==> src/rtl/led_pattern_gen.sv <==
// Multi-channel LED pattern generator: a shared tick prescaler drives per-channel
// OFF/ON/BLINK/ONESHOT sequencers, reprogrammable at any time over a valid/ready port.
module led_pattern_gen #(
  parameter int CLK_HZ     = 12000000,
  parameter int TICK_HZ    = 1000,
  parameter int CHANNELS   = 3,
  parameter int CNT_W      = 16,
  parameter bit ACTIVE_LOW = 1'b1,
  localparam int CH_W      = (CHANNELS > 1) ? $clog2(CHANNELS) : 1
) (
  input  logic                clk,
  input  logic                rst,
  input  logic                cfg_valid,
  output logic                cfg_ready,
  input  logic [CH_W-1:0]     cfg_chan,
  input  logic [1:0]          cfg_mode,
  input  logic [CNT_W-1:0]    cfg_on,
  input  logic [CNT_W-1:0]    cfg_off,
  output logic [CHANNELS-1:0] led_out,
  output logic                tick_out
);

  localparam int DIV   = CLK_HZ / TICK_HZ;
  localparam int DIV_W = (DIV > 1) ? $clog2(DIV) : 1;

  localparam logic [1:0] MODE_OFF     = 2'd0;
  localparam logic [1:0] MODE_ON      = 2'd1;
  localparam logic [1:0] MODE_BLINK   = 2'd2;
  localparam logic [1:0] MODE_ONESHOT = 2'd3;

  logic [DIV_W-1:0]    r_div_cnt;
  logic                r_tick;
  logic                r_ready;
  logic [CHANNELS-1:0] r_led;
  logic                w_div_wrap;
  logic                w_wr;

  logic [1:0]          r_mode     [CHANNELS];
  logic [CNT_W-1:0]    r_on       [CHANNELS];
  logic [CNT_W-1:0]    r_off      [CHANNELS];
  logic [CNT_W-1:0]    r_cnt      [CHANNELS];
  logic [CHANNELS-1:0] r_lit;

  logic [1:0]          w_mode_nxt [CHANNELS];
  logic [CNT_W-1:0]    w_on_nxt   [CHANNELS];
  logic [CNT_W-1:0]    w_off_nxt  [CHANNELS];
  logic [CNT_W-1:0]    w_cnt_nxt  [CHANNELS];
  logic [CNT_W-1:0]    w_dur      [CHANNELS];
  logic [CHANNELS-1:0] w_lit_nxt;

  assign w_div_wrap = (r_div_cnt == DIV_W'(DIV - 1));
  // Out-of-range channel numbers complete the handshake but touch nothing.
  assign w_wr       = cfg_valid && r_ready && (int'(cfg_chan) < CHANNELS);

  // Next-state per channel; a write to a channel overrides that channel's tick.
  always_comb begin
    for (int i = 0; i < CHANNELS; i++) begin
      w_mode_nxt[i] = r_mode[i];
      w_on_nxt[i]   = r_on[i];
      w_off_nxt[i]  = r_off[i];
      w_cnt_nxt[i]  = r_cnt[i];
      w_lit_nxt[i]  = r_lit[i];
      w_dur[i]      = r_lit[i] ? r_on[i] : r_off[i];
      if (w_wr && (cfg_chan == CH_W'(i))) begin
        w_mode_nxt[i] = cfg_mode;
        w_on_nxt[i]   = (cfg_on == '0)  ? CNT_W'(1) : cfg_on;
        w_off_nxt[i]  = (cfg_off == '0) ? CNT_W'(1) : cfg_off;
        w_cnt_nxt[i]  = '0;
        w_lit_nxt[i]  = (cfg_mode == MODE_ON) || (cfg_mode == MODE_BLINK) ||
                        (cfg_mode == MODE_ONESHOT);
      end else if (r_tick && (r_mode[i] == MODE_BLINK || r_mode[i] == MODE_ONESHOT)) begin
        if (r_cnt[i] == w_dur[i] - CNT_W'(1)) begin
          w_cnt_nxt[i] = '0;
          if (r_mode[i] == MODE_ONESHOT) begin
            w_mode_nxt[i] = MODE_OFF;
            w_lit_nxt[i]  = 1'b0;
          end else begin
            w_lit_nxt[i]  = ~r_lit[i];
          end
        end else begin
          w_cnt_nxt[i] = r_cnt[i] + CNT_W'(1);
        end
      end
    end
  end

  always_ff @(posedge clk) begin
    if (rst) begin
      r_div_cnt <= '0;
      r_tick    <= 1'b0;
      r_ready   <= 1'b0;
      r_led     <= {CHANNELS{ACTIVE_LOW}};
      r_lit     <= '0;
      for (int i = 0; i < CHANNELS; i++) begin
        r_mode[i] <= MODE_OFF;
        r_cnt[i]  <= '0;
      end
    end else begin
      r_div_cnt <= w_div_wrap ? '0 : r_div_cnt + DIV_W'(1);
      r_tick    <= w_div_wrap;
      r_ready   <= 1'b1;
      // Registered from next-state so the pin follows a write one cycle later.
      r_led     <= w_lit_nxt ^ {CHANNELS{ACTIVE_LOW}};
      r_lit     <= w_lit_nxt;
      for (int i = 0; i < CHANNELS; i++) begin
        r_mode[i] <= w_mode_nxt[i];
        r_cnt[i]  <= w_cnt_nxt[i];
      end
    end
  end

  // Durations are only read in BLINK/ONESHOT, which always load them first.
  always_ff @(posedge clk) begin
    for (int i = 0; i < CHANNELS; i++) begin
      r_on[i]  <= w_on_nxt[i];
      r_off[i] <= w_off_nxt[i];
    end
  end

  assign led_out   = r_led;
  assign tick_out  = r_tick;
  assign cfg_ready = r_ready;

endmodule

==> config.mk <==
export PLATFORM = sky130hd
export DESIGN_NAME = led_pattern_gen
export DESIGN_NICKNAME = d
export VERILOG_FILES = /design/src/rtl/led_pattern_gen.sv
export SDC_FILE = /design/constraint.sdc
export NUM_CORES = 1
export LEC_CHECK = 0
export CORE_MARGIN = 8
export CORE_UTILIZATION = 50
export CTS_BUF_LIST = sky130_fd_sc_hd__clkbuf_16
export DETAILED_ROUTE_END_ITERATION = 8
export PLACE_DENSITY = 0.79
export SETUP_SLACK_MARGIN = 0.4
export SKIP_CTS_REPAIR_TIMING = 1
export SLEW_MARGIN = 20
export SYNTH_ARGS = -nofsm -noshare
export SYNTH_HDL_FRONTEND = slang
export SYNTH_SLANG_ARGS = --single-unit
==> constraint.sdc <==
create_clock -name clk -period 4.91 [get_ports clk]
set_clock_uncertainty 0.05 [all_clocks]
set_input_delay 1.473 -clock clk [delete_from_list [all_inputs] [get_ports clk]]
set_output_delay 1.473 -clock clk [all_outputs]
set_load 0.1 [all_outputs]
==> results.md <==
* I/O Buffers at 43
* Post-synthesis async set-or-reset flop share at 0%
* Htree depth at 4
* Top cell type's share of synthesized area at 32.56%
* RSZ-0062 raised after global routing: false
* Worst-path fanout max at 20
* DRC at 0
* Hold path endpoint: r_div_cnt[0]
* Final cell count without fillers at 1090
* IO Count at 44
* Largest net degree at the start of global routing at 39
* CP endpoint kind: flip-flop
* Final Hold Fails at 0
* Post-Syn Area at 8853 um^2
* Vias per cell at 5.777
* DR WL/cell at 18.41 um
* Global-route usage over all layers at 18.42%
* Inserted Clock Buffers at 17
* F_max at 0.2558 GHz
* CTS tree: built
* Clk root buf: clkbuf_16
* Routed vias at 6297
* Sequential element share of the synthesized area at 49.75%
* CP Class: reg2reg
* Placed Cells at 1058
* Count leader, synth: edfxtp_1
* CP Launch Type: flip-flop
* Worst reg2reg setup slack at 1.00 ns
* Data required, critical path at 5.16 ns
* Cell Area, Placed at 9388 um^2
* Initial detailed-routing violation count at 392
* Routability cong. at 0.8713
* Clk_lat worst skew at 0.44 ns
* Hold Crit Class: reg2reg
* Initial Util at 51.19%
* Syn. warnings at 0
* Vias in the first global route at 5984
* Worst-Margin Slew at 0.9824 ns
* Post-synth cell types at 79
* IR drop worst, VDD at 268.7 uV
* Final HPWL DP at 14600 um
* Slew Viols, Final at 0
* Sink Count at 172
* Syn Area/Cell at 10.63 um^2
* Die Y at 149.1 um
* P&R area growth vs syn at 12.55%
* Total Routed Length at 20070 um
* Die area at 22220 um^2
* Register bit total from synthesis at 172
* Clock Path Buffers at 2
* Pwr Density at 312.4 nW/um^2
* Synth area leader: edfxtp_1
* Sum Neg Setup Slack at 0 ns
* WHS Path Cells at 1
* Hold Startpoint: r_div_cnt[0]
* TritonRoute pass-1 iters at 5
* Post-synth EDFFs at 96
* Critical R2R Capture: r_mode[0][4]
* # rows at 48
* Most instantiated cells after synthesis: edfxtp_1 (96), nor2_1 (92), dfxtp_1 (76), xor2_1 (66), xnor2_1 (58)
* Chip width at 149.1 um
* Reg2reg path depth at 9
* Headroom to the max-slew limit at 34.30%
* Clock Pin Slew Worst Setup and Hold Paths at 0.07 ns
* Synth Flop Type: edfxtp_1
* Critical Path AT at 4.16 ns
* Status: completed
* Period utilization at 79.62%
* Post-Syn Nets at 879
* Synth area leaders: edfxtp_1 (33%), dfxtp_1 (17%), xor2_1 (6.5%)
* Final antenna-violating net count at 0
* Diode count at 0
* Fill cells at 1438
* Gr ovfl total at 0
* Cell area after layout at 9965 um^2
* Tmin final at 3.909 ns
* Wire length of the first global-routing pass at 31780 um
* Layout cells sized above 1 at 9.480%
* Final setup vio count at 0
* Initial antenna violation count at 2
* Leakage at 0.003197 uW
* Nets at 898
* Post-Syn Instances at 833
* MaxCap Viol Count at 0
* Core Region at 17300 um^2
[logic make-up (layout without fill, tap and decap cells)]
family	count (synthesis)	in the layout	synth area share (%)
muxes	51	51	5.837
DFF	172	172	49.75
adders and majority gates	7	7	0.9892
xor gates and xnor gates	124	124	12.27
AOI/OAI and AO/OA	84	84	7.335
and+or+nand+nor	336	336	20.68
buffers and inverters	59	91	3.151
[how the worst max path moves through the flow]
| stage | endpoint | slack (ns) | from |
|---|---|---|---|
| after global routing | r_mode[0][4] | 0.73 | flip-flop |
| final | r_mode[0][4] | 1.00 | flip-flop |
| after CTS | r_mode[0][4] | 0.99 | flip-flop |
| after global placement | r_mode[0][4] | 1.12 | flip-flop |
| after detailed placement | r_mode[0][4] | 0.98 | flip-flop |
| after floorplan | r_cnt[0][38] | 1.01 | cfg_valid |
[power breakdown]
part           leakage (uW)  internal [uW]  total (uW)  switching, uW
clock network      0.000272            676        1320            643
registers           0.00149           1540        1560           21.5
logic               0.00144           94.3         230            136
total               0.00320           2310        3110            801
[cell usage in the layout (no fill, tap or decap), types with 13 or more instances in the layout]
master           count
clkbuf_16           17
mux2i_1             48
a21oi_1             19
edfxtp_1            96
nand2_1             53
xnor2_1             58
xor2_1              66
nor3_1              35
clkdlybuf4s50_1     43
dfxtp_1             76
nand3_1             34
and3_1              13
nand4_1             13
nor2_1              92
[cell type report]
type | instances | area, um^2 | area share, %
flip-flops and latches | 172 | 4404 | 44.20
multi-input cells | 602 | 4182 | 41.96
repair buffers | 51 | 490.5 | 4.922
clock buffers | 17 | 425.4 | 4.269
well taps | 225 | 281.5 | 2.825
clock inverters | 15 | 151.4 | 1.519
inverters | 8 | 30.03 | 0.3014
[registers in the layout (all words and copies together), names as in the netlist, named ones only]
name / count
r_mode: 6
r_off: 48
tick_out: 1
r_cnt: 48
r_div_cnt: 14
cfg_ready: 1
r_on: 48
led_out: 3
[metal layers]
layer | up-vias | share of wire [%] | global-route usage, %
li1 | 3028 | - | -
met1 | 3036 | 44 | 23.76
met2 | 203 | 48 | 29.77
met3 | 28 | 6.8 | 4.642
met4 | 2 | 1.5 | 5.856
met5 | - | 0.065 | 0
[per-stage QoR]
stage | worst slack, ns | util (%) | total power [uW] | hold slack [ns]
after floorplan | 1.009 | - | 1749 | 0.3758
after CTS | 0.9897 | 57.61 | 3133 | 0.4187
after global routing | 0.7313 | 57.61 | 3197 | 0.4351
after detailed placement | 0.9813 | 54.28 | 1823 | 0.3998
final | 1.001 | 57.61 | 3113 | 0.4163
after global placement | 1.121 | 54.28 | 1819 | 0.3894
[critical path: stages, from the launching register on]
cell      delay (ns)
dfxtp_1         0.91
buf_4           0.39
or4b_1          0.48
o22a_1          0.25
or3_1           0.38
a211o_1         0.27
a21oi_1         0.18
o211ai_2        0.20
o21ai_4         0.51
o21ai_0         0.14
No activity file was read; power rests on OpenSTA's default activity.
